## src/rtl/cavlc_bit_window.sv

```systemverilog
// ----------------------------------------------------------------------------
// cavlc_bit_window
//   Bit alignment stage in front of the CAVLC coeff_token LUTs. Incoming
//   WORD_W-bit stream words are packed MSB-first into a 2*WORD_W-bit buffer.
//   The top WIN_W bits are presented as the lookup window. The LUT's NumShift
//   value advances the bit pointer. Flush and byte-align operations support
//   slice and syntax boundaries.
//
// Ports
//   i_clk          rising-edge clock
//   i_rst_n        asynchronous active-low reset
//   i_word_in      next stream word, MSB = earliest bit
//   i_word_valid   i_word_in valid
//   o_word_ready   buffer can take a word this cycle (Fill <= WORD_W, no flush)
//   o_window       next WIN_W unconsumed bits, MSB = next bit
//   o_window_valid Fill >= WIN_W
//   i_shift_en     consume i_shift_amt bits this cycle
//   i_shift_amt    bits to consume, 0..WIN_W
//   i_flush        discard all buffered bits, clear bit position
//   i_align_req    discard bits up to the next byte boundary
//   o_bit_pos      bits consumed since reset/flush (wraps)
//   o_fill         valid bits currently buffered
//   o_err_shift    sticky flag: illegal shift request seen
// ----------------------------------------------------------------------------
module cavlc_bit_window #(
  parameter int WIN_W  = 16,
  parameter int WORD_W = 32
) (
  input  logic                             i_clk,
  input  logic                             i_rst_n,
  input  logic [WORD_W-1:0]                i_word_in,
  input  logic                             i_word_valid,
  output logic                             o_word_ready,
  output logic [WIN_W-1:0]                 o_window,
  output logic                             o_window_valid,
  input  logic                             i_shift_en,
  input  logic [4:0]                       i_shift_amt,
  input  logic                             i_flush,
  input  logic                             i_align_req,
  output logic [31:0]                      o_bit_pos,
  output logic [$clog2(2*WORD_W+1)-1:0]    o_fill,
  output logic                             o_err_shift
);

  localparam int BUF_W  = 2 * WORD_W;
  localparam int FILL_W = $clog2(BUF_W + 1);

  localparam logic [FILL_W-1:0] LP_WORD = FILL_W'(WORD_W);
  localparam logic [FILL_W-1:0] LP_WIN  = FILL_W'(WIN_W);

  logic [BUF_W-1:0]  r_buf;
  logic [FILL_W-1:0] r_fill;
  logic [31:0]       r_bit_pos;
  logic              r_err;
  logic              r_align_pend;

  logic [2:0]        w_align_d;
  logic              w_align_act;
  logic [FILL_W-1:0] w_shift;
  logic              w_pend_nxt;
  logic              w_err_nxt;
  logic              w_window_valid;
  logic              w_word_ready;
  logic              w_load;
  logic [FILL_W-1:0] w_rem;
  logic [FILL_W-1:0] w_load_sh;
  logic [BUF_W-1:0]  w_word_ext;
  logic [BUF_W-1:0]  w_buf_nxt;
  logic [FILL_W-1:0] w_fill_nxt;

  assign w_window_valid = (r_fill >= LP_WIN);
  assign w_word_ready   = (r_fill <= LP_WORD) && !i_flush;
  assign w_load         = i_word_valid && w_word_ready;

  // Distance to the next byte boundary. The modulo-8 subtraction gives 0 when
  // the position is already aligned.
  assign w_align_d   = 3'd0 - r_bit_pos[2:0];
  assign w_align_act = i_align_req || r_align_pend;

  always_comb begin
    w_shift    = '0;
    w_pend_nxt = r_align_pend;
    w_err_nxt  = r_err;
    if (w_align_act) begin
      // An align in progress takes over the shifter. ShiftEn is silently ignored.
      if (FILL_W'(w_align_d) <= r_fill) begin
        w_shift    = FILL_W'(w_align_d);
        w_pend_nxt = 1'b0;
      end else begin
        w_pend_nxt = 1'b1;
      end
    end else if (i_shift_en) begin
      if (w_window_valid && (FILL_W'(i_shift_amt) <= LP_WIN)) begin
        w_shift = FILL_W'(i_shift_amt);
      end else begin
        w_err_nxt = 1'b1;
      end
    end
  end

  // The new word lands right after the bits that survive this cycle's shift.
  // A load only happens when Fill <= WORD_W, so w_rem <= WORD_W and the
  // placement shift stays within 0..WORD_W.
  always_comb begin
    w_rem      = r_fill - w_shift;
    w_load_sh  = LP_WORD - w_rem;
    w_word_ext = {{WORD_W{1'b0}}, i_word_in} << w_load_sh;
    w_buf_nxt  = r_buf << w_shift;
    w_fill_nxt = w_rem;
    if (w_load) begin
      w_buf_nxt  = w_buf_nxt | w_word_ext;
      w_fill_nxt = w_rem + LP_WORD;
    end
  end

  always_ff @(posedge i_clk or negedge i_rst_n) begin
    if (!i_rst_n) begin
      r_buf        <= '0;
      r_fill       <= '0;
      r_bit_pos    <= '0;
      r_err        <= 1'b0;
      r_align_pend <= 1'b0;
    end else if (i_flush) begin
      // The error flag is sticky across flushes. Only reset clears it.
      r_buf        <= '0;
      r_fill       <= '0;
      r_bit_pos    <= '0;
      r_align_pend <= 1'b0;
    end else begin
      r_buf        <= w_buf_nxt;
      r_fill       <= w_fill_nxt;
      r_bit_pos    <= r_bit_pos + 32'(w_shift);
      r_err        <= w_err_nxt;
      r_align_pend <= w_pend_nxt;
    end
  end

  assign o_window       = r_buf[BUF_W-1 -: WIN_W];
  assign o_window_valid = w_window_valid;
  assign o_word_ready   = w_word_ready;
  assign o_fill         = r_fill;
  assign o_bit_pos      = r_bit_pos;
  assign o_err_shift    = r_err;

endmodule

```

## config.mk

```make
export PLATFORM = sky130hd
export DESIGN_NAME = cavlc_bit_window
export DESIGN_NICKNAME = d
export VERILOG_FILES = /design/src/rtl/cavlc_bit_window.sv
export SDC_FILE = /design/constraint.sdc
export NUM_CORES = 1
export LEC_CHECK = 0
export CORE_MARGIN = 3
export CORE_UTILIZATION = 30
export CTS_BUF_LIST = sky130_fd_sc_hd__clkbuf_16
export CTS_CLUSTER_DIAMETER = 150
export DETAILED_ROUTE_END_ITERATION = 16
export GPL_TIMING_DRIVEN = 1
export PLACE_DENSITY_LB_ADDON = 0.1
export REMOVE_ABC_BUFFERS = 1
export SETUP_SLACK_MARGIN = 0.05
export SYNTH_ARGS = -nofsm -noshare
export SYNTH_HDL_FRONTEND = slang
export SYNTH_SLANG_ARGS = --single-unit
```

## constraint.sdc

```tcl
create_clock -name i_clk -period 17.95 [get_ports i_clk]
set_input_delay 2.6925 -clock i_clk [delete_from_list [all_inputs] [get_ports i_clk]]
set_output_delay 2.6925 -clock i_clk [all_outputs]
set_load 0.01 [all_outputs]
```

# After elaboration in Yosys (flattened, before gate mapping)

Index checks and enable logic that the tools add are counted.

Shift operators: 2
Bitwise gates (word level): 4
Reduce and logical (&&, ||, !) cells: 7
$lt $le $gt $ge: 4
Mux-type cells: 12
Add/subtract/negate cells: 5

Operators by type and width:

| cell                  | count |
|---|---|
| $mux W64              | 2 |
| $or A64 B64 Y64       | 1 |
| $shl A32 B7 Y64       | 1 |
| $shl A64 B7 Y64       | 1 |
| $add A32 B7 Y32       | 1 |
| $mux W32              | 1 |
| $mux W7               | 3 |
| $mux W5               | 2 |
| $add A7 B6 Y7 const B | 1 |
| $ge A7 B5 Y1 const B  | 1 |
| $le A3 B7 Y1          | 1 |
| $le A7 B6 Y1 const B  | 1 |
| $sub A6 B7 Y7 const A | 1 |
| $sub A7 B7 Y7         | 1 |
| $le A5 B5 Y1 const B  | 1 |
| $reduce_and A4 Y1     | 1 |
| $logic_and A1 B1 Y1   | 3 |
| $mux W1               | 3 |
| $mux W3               | 1 |
| $not A1 Y1            | 3 |
| $sub A1 B3 Y3 const A | 1 |
| $reduce_bool A2 Y1    | 1 |
| $logic_not A1 Y1      | 1 |
| $logic_or A1 B1 Y1    | 1 |

Logic and storage cells: 39
Bits in registers: 105
Input port bits: 43

# Depth between registers and ports, before layout

Gate-level depths: netlist (run 1).

Word-level depth: 11
Gate-level depth with buffers: 26

# Least setup slack after synthesis (run 1)

Ideal clock, no wire load.

Path kind: in2reg
Start point: input i_align_req
End point: register r_buf[39]
Library setup time: 136 ps
Path slack: 10474 ps
Buffers on the path: 6
Data arrival time: 7340 ps
Stages: 19
Cell sequence: or3b_1 > nor3_1 > buf_2 > a22o_1 > buf_2 > buf_2 > buf_2 > buf_1 > fa_1 > ha_1 > buf_1 > mux2_2 > o21ai_0 > o21ai_0 > and2_1 > nand3_1 > o311ai_0 > a221oi_1 > a21oi_1

Longest elaborated chain between the ends: 8

RTL lines:

| element                | line | source |
|---|---|---|
| start: declaration     | 39   | `input logic i_align_req,` |
| $logic_or A1 B1 Y1 (*) | 78   | `assign w_align_act = i_align_req \|\| r_align_pend;` |
| $mux W7 (*)            | 84   | `if (w_align_act) begin` |
| $sub A7 B7 Y7          | 105  | `w_rem = r_fill - w_shift;` |
| $sub A6 B7 Y7          | 106  | `w_load_sh = LP_WORD - w_rem;` |
| $shl A32 B7 Y64        | 107  | `w_word_ext = {{WORD_W{1'b0}}, i_word_in} << w_load_sh;` |
| $or A64 B64 Y64        | 111  | `w_buf_nxt = w_buf_nxt \| w_word_ext;` |
| $mux W64 (*)           | 110  | `if (w_load) begin` |
| $mux W64 (*)           | 123  | `end else if (i_flush) begin` |
| end signal: assignment | 130  | `r_buf <= w_buf_nxt;` |
| end: declaration       | 51   | `logic [BUF_W-1:0] r_buf;` |

Mark *: on every way between the ends. The rest lies on a longest branch, timed or not.
A chain may end at the register's enable or synchronous reset.

# Worst setup path in the final report (run 1)

Start point: input i_align_req
End point: register r_buf[33]

The elaborated chain is that of the path after synthesis.

==> results.md, run 1 <==
- Gp weighted congestion: 0.957
- Max transition margin: 23.3%
- Commonest non-fill, non-tap cell in the layout: nand2_1
- Initial antenna violation count: 0
- Status: complete, no violations
- Clock transition at the registers of the reported paths: 0.08 ns
- Cell mode on critical path: buf_4
- Mapped cell area: 11300 µm²
- DRC viols: 0
- Critical R2R Capture: r_buf[33]$_DFF_PN0_
- Top_reg_cell synth: dfrtp_1
- Register bit total from synthesis: 105
- # IOs: 101
- DR vias: 11800
- Fin crit share: 47.5%
- H-tree levels: 3
- Crit path from: i_align_req
- Slowest-stage cell, CP: nor2_1
- DR WL met2: 21.0 mm
- Layout cells sized above 1: 9.06%
- Setup TNS: 0 ns
- Worst setup EP type: register
- Syn Area/Cell: 7.76 µm²
- Area grow syn2layout: 14.5%
- Post CTS Setup Buffer Count: 0
- CP cell instances: clkdlybuf4s50_1 > or3b_1 > nor3_2 > buf_4 > nand2_1 > nand2_4 > inv_2 > buf_4 > ha_1 > or2_1 > o2111a_1 > a211oi_2 > o21ai_0 > xor2_1 > nand3_1 > nor2_1 > a32oi_1 > a21oi_1
- CP arrival: 8.82 ns
- Crit path launch type: input pin
- CORE AREA: 36800 µm²
- Overflow after GRT: 0
- Max FO, Critical Path: 38
- R2R cell count: 21
- Detailed placement HPWL: 35.3 mm
- Yosys cell types: 76
- Initial Utilization: 30.6%
- Instance area at placement: 12600 µm²
- Yosys top cell area share: 23.3%
- N_diodes: 0
- RR Startpoint: o_bit_pos[0]$_DFF_PN0_
- Syn Inst Count: 1452
- Unrepaired setup endpoints after global routing: no
- Ys async rst share: 100%
- Vias/cell: 6.11
- Clock latency on the worst-skew pair: 0.39 ns
- M1 WL: 22.1 mm
- First-pass GRT wire length: 72.3 mm
- Yosys top cell by area: dfrtp_1
- CTS tree: done
- Full die area: 39900 µm²
- Minimum hold slack: 0.473 ns
- Worst hold path class: reg -> reg
- Number of global-route vias before repair: 11100
- Clock tree buffer depth: 2
- Clock Skew: 0.0148 ns
- Slew Viols, Final: 0
- Max-cap violations: 0
- Yosys warning count: 0
- CP endpoint: r_buf[33]$_DFF_PN0_
- Post-CTS sizing: 0
- Die Height: 200 µm
- Largest net degree at the start of global routing: 65
- DR iter-0 viols: 1422
- Port Buffers: 100
- Root buffer cell: clkbuf_16
- Post-Route WL: 48.1 mm
- Routed len/inst: 24.8 µm
- Finish-stage setup viols: 0
- CP max stage delay: 0.88 ns
- EDFF count, synth: 0
- First-pass iteration count of the detailed router: 6
- TritonCTS Buffers: 9
- Chip Width: 200 µm
- Most frequent cells in the layout: nand2_1, mux2i_1, nor2_1, a21oi_1, dfrtp_1
- Post-layout util: 35.1%
- Final Cell Area: 12900 µm²
- Final hold vios: 0
- Global Route Usage Sum: 23.6%
- Final nets: 1523
- Final min period: 8.52 ns
- Worst path required time: 18.25 ns
- CTS Hold Bufs: 0
- Top post-synthesis cells by area: dfrtp_1, mux2i_1, nand2_1
- DR WL met3: 3.37 mm
- Critical path type: in -> reg
- Worst Tran Pin Value: 1.14 ns
- Top sig layer: met4
- Detail Route Antenna Nets: 0
- Site Rows: 70
- R2r setup slk: 10.17 ns
- TritonCTS Sinks: 105
- Fmax: 0.117 GHz
- Sequential-to-total area share from yosys stat: 23.3%
[worst min-delay path by stage]
| stage | slack [ns] | startpoint | cells past startpoint | endpoint |
|---|---|---|---|---|
| after global placement | 0.46 | o_err_shift$_DFFE_PN0P_ | 1 | o_err_shift$_DFFE_PN0P_ |
| after global routing | 0.49 | o_err_shift$_DFFE_PN0P_ | 1 | o_err_shift$_DFFE_PN0P_ |
| final | 0.47 | o_err_shift$_DFFE_PN0P_ | 1 | o_err_shift$_DFFE_PN0P_ |
| after CTS | 0.48 | o_err_shift$_DFFE_PN0P_ | 1 | o_err_shift$_DFFE_PN0P_ |
| after detailed placement | 0.46 | o_err_shift$_DFFE_PN0P_ | 1 | o_err_shift$_DFFE_PN0P_ |
| after floorplan | 0.51 | o_err_shift$_DFFE_PN0P_ | 1 | o_err_shift$_DFFE_PN0P_ |
[cell type report]
type,instances,area (µm²)
multi-input combinational,1190,8040
inverter,22,82.6
clock buffer,9,225
tap,468,586
timing repair buffer,135,1260
clock inverter,7,80.1
fill,3955,23900
sequential,105,2630
[worst max-delay path, delay by kind of cell]
kind / cells / cell delay [ns]
buf+inv: 4 / 1.15
fa+ha+maj: 1 / 0.30
xor+xnor: 1 / 0.24
simple gates: 7 / 2.97
compound gates: 5 / 1.45
[stage by stage]
step / instances / worst slack (ns)
after floorplan: 1317 / 7.18
after global placement: 1920 / 9.27
after detailed placement: 1920 / 9.08
after CTS: 1936 / 9.46
after global routing: 1936 / 8.81
final: 1936 / 9.43
[metal layers]
metal  up-vias  track usage (%)
li1       5373                -
met1      5841             34.7
met2       525             35.5
met3        92             3.56
met4         0             8.12
met5         -                0
[cells in the mapped netlist, types with 5 or more instances]
cell	number
nor2_1	121
dfrtp_1	105
buf_1	16
a32oi_1	5
xnor2_1	18
buf_4	18
a22o_1	7
nor3_1	28
mux2i_1	137
o221ai_1	10
buf_2	28
inv_2	5
o211ai_1	23
nand2_1	178
clkbuf_1	73
and3_1	52
o22ai_1	25
o21ai_1	5
o31ai_1	7
o21ai_0	71
nor2b_1	9
mux4_2	22
a221oi_1	10
xor2_1	22
nand3_1	77
a21oi_1	109
inv_1	16
a22oi_1	18
o32ai_1	5
and2_1	46
a211oi_1	46
mux2_2	23
a31oi_1	13
a211o_1	6
nand4_1	6
ha_1	15
[logic make-up (layout without fill, tap and decap cells)]
group	Yosys count	in the layout	synth area share [%]
buffers and inverters	157	173	6.14
adder cells (fa/ha/maj)	17	17	2.02
flip-flops	105	105	23.3
multiplexers	182	182	18.9
AND/OR/NAND/NOR	548	548	23.1
XOR/XNOR	40	40	3.11
AO/OA/AOI/OAI	403	403	23.5
[sequential cells by signal, summed over array words and instances, names as in the netlist]
register	flops
o_bit_pos	32
r_buf	64
o_fill	7
o_err_shift	1
r_align_pend	1
Power of run 1 is left out: the tool's default activity adds up to more than one toggle a clock period on the data nets, which glitch-free logic cannot reach.
==> run 2: changes to the inputs <==
Clock period 17.95 ns to 8.6 ns, I/O delays scaled along.
==> run 2 against run 1 <==
Setup slack worse by 7.6 ns. Critical path depth rose by 2. Highest routed layer is now met5. Global-route usage grew 1.0 points. Critical endpoint is now r_buf[58]$_DFF_PN0_. Cell count is 0.15% higher. Core utilization is 0.12 points higher. Via count up 0.14%. Non-clock buffer count increased by 3. Flip-flop and latch count is the same. First-iteration DRC count shrank 5.1%. Hold slack better by 0.0033 ns. Die area did not move.
==> results.md, run 2 (synthesis gave the netlist of run 1 again) <==
- DRC viols: 0 (unchanged)
- Routed len/inst: 25.5 µm (+2.6%)
- Reg with most FFs: r_buf
- Chip Width: 200 µm (unchanged)
- First-pass GRT wire length: 75.0 mm (+3.7%)
- Detail Route Antenna Nets: 0 (unchanged)
- Max FO, Critical Path: 36 (-5.3%)
- TritonCTS Buffers: 9 (unchanged)
- Largest net degree at the start of global routing: 68 (+4.6%)
- Critical R2R Capture: r_buf[58]$_DFF_PN0_
- Root buffer cell: clkbuf_16
- Final Cell Area: 12900 µm² (+0.35%)
- Fmax: 0.148 GHz
- Overflow after GRT: 0 (unchanged)
- Worst Tran Pin Value: 0.964 ns (-0.180 ns)
- Worst path required time: 8.91 ns (-9.34 ns)
- Multi-input logic area: 8040 µm² (about the same)
- DR iter-0 viols: 1350 (-5.1%)
- Initial Utilization: 30.6% (unchanged)
- CP cell instances: inv_1 > ha_1 > xnor2_1 > ha_1 > and3_1 > nor3_4 > buf_4 > a21oi_1 > a22o_2 > fa_1 > xor2_1 > and3_1 > nor3b_1 > xor2_2 > buf_4 > nor3b_2 > buf_4 > and3_1 > a22oi_1 > o211ai_1
- Finish-stage setup viols: 0 (unchanged)
- TritonCTS Sinks: 105 (unchanged)
- H-tree levels: 3 (unchanged)
- DR vias: 11800 (+0.14%)
- First-pass iteration count of the detailed router: 6 (unchanged)
- Full die area: 39900 µm² (unchanged)
- Worst setup EP type: register
- Initial antenna violation count: 1 (+1)
- Most frequent cells in the layout: nand2_1, mux2i_1, nor2_1, a21oi_1, dfrtp_1
- Max-cap violations: 0 (unchanged)
- Gp weighted congestion: 0.941 (-1.7%)
- # IOs: 101 (unchanged)
- Slew Viols, Final: 0 (unchanged)
- CP max stage delay: 0.82 ns (-0.06 ns)
- RR Startpoint: o_bit_pos[1]$_DFF_PN0_
- Fillers: 3889 (-1.7%)
- Port Buffers: 100 (unchanged)
- Max FFs per register: 64 (unchanged)
- Final hold vios: 0 (unchanged)
- Commonest non-fill, non-tap cell in the layout: nand2_1
- Area grow syn2layout: 14.9%
- Global Route Usage Sum: 24.7% (+1.0 points)
- Detailed placement HPWL: 36.6 mm (+3.7%)
- Status: complete, no violations
- Top delay family on crit path: simple AND/OR/NAND/NOR gates
- CORE AREA: 36800 µm² (unchanged)
- Critical path type: reg -> reg
- Site Rows: 70 (unchanged)
- Setup TNS: 0 ns (unchanged)
- Max transition margin: 35.5% (+12 points)
- Minimum hold slack: 0.477 ns (+0.00325 ns)
- R2r setup slk: 1.85 ns (-8.32 ns)
- Post CTS Setup Buffer Count: 0 (unchanged)
- Worst path bufs/invs: 4 (unchanged)
- Cell count of the worst hold path: 1 (unchanged)
- Post-Route WL: 49.4 mm (+2.7%)
- Clock Skew: 0.0167 ns (+0.00194 ns)
- Slowest-stage cell, CP: nor3b_2
- Worst hold path class: reg -> reg
- Layout cells sized above 1: 9.18% (+0.12 points)
- R2R cell count: 20 (-4.8%)
- Vias/cell: 6.11 (about the same)
- Crit path launch type: register
- CP arrival: 7.06 ns (-1.76 ns)
- N_diodes: 0 (unchanged)
- Clock transition at the registers of the reported paths: 0.09 ns (about the same)
- Post-CTS sizing: 0 (unchanged)
- CTS Hold Bufs: 0 (unchanged)
- Final nets: 1526 (+0.20%)
- Fin crit share: 78.5%
- WP depth: 20 (+2)
- Clock tree buffer depth: 2 (unchanged)
- Instance area at placement: 12600 µm² (+0.16%)
- Post-layout util: 35.2% (+0.12 points)
- Die Height: 200 µm (unchanged)
- Register area: 2630 µm² (unchanged)
- Final min period: 6.75 ns
- HP Start: o_err_shift$_DFFE_PN0P_
- Number of global-route vias before repair: 11200 (+1.2%)
- Hold Path End: o_err_shift$_DFFE_PN0P_
- Unrepaired setup endpoints after global routing: no
- Clock latency on the worst-skew pair: 0.39 ns (about the same)
- CTS tree: done
[run 2: cell count changes in the layout (fill, tap and decap cells not counted), sizes merged]
cell and change:
buf +3, clkinvlp -1, bufinv +1
[run 2: cell type report]
cell class,count,share of cell area (%)
repair buffers,138,9.88
multi-input cells,1190,62.1
flip-flops and latches,105,20.3
inverters,22,0.638
clock buffers,9,1.74
clock inverters,7,0.812
well taps,468,4.52
[run 2: how the worst max path moves through the flow]
stage | from | end | slack [ns]
2_1_floorplan | i_align_req | r_buf[18]$_DFF_PN0_ | -0.77
3_3_place_gp | i_shift_amt[0] | r_buf[58]$_DFF_PN0_ | 1.53
3_5_place_dp | i_shift_amt[0] | r_buf[58]$_DFF_PN0_ | 1.44
4_1_cts | o_bit_pos[1]$_DFF_PN0_ | r_buf[58]$_DFF_PN0_ | 1.82
5_1_grt | o_bit_pos[1]$_DFF_PN0_ | r_buf[58]$_DFF_PN0_ | 1.51
6_report | o_bit_pos[1]$_DFF_PN0_ | r_buf[58]$_DFF_PN0_ | 1.85
[run 2: routing by layer]
metal	track usage [%]	part of all wire, %	vias to the layer above
li1	-	-	5378
met5	0	0.026	-
met4	7.47	2.8	2
met1	36.6	46	5905
met2	36.9	44	490
met3	4.10	7.1	73
[run 2: per-stage QoR]
step / cells / worst slack [ns]
2_1_floorplan: 1317 / -0.771
3_3_place_gp: 1923 / 1.53
3_5_place_dp: 1923 / 1.44
4_1_cts: 1939 / 1.82
5_1_grt: 1939 / 1.51
6_report: 1939 / 1.85
Power of run 2 is left out for the same reason.
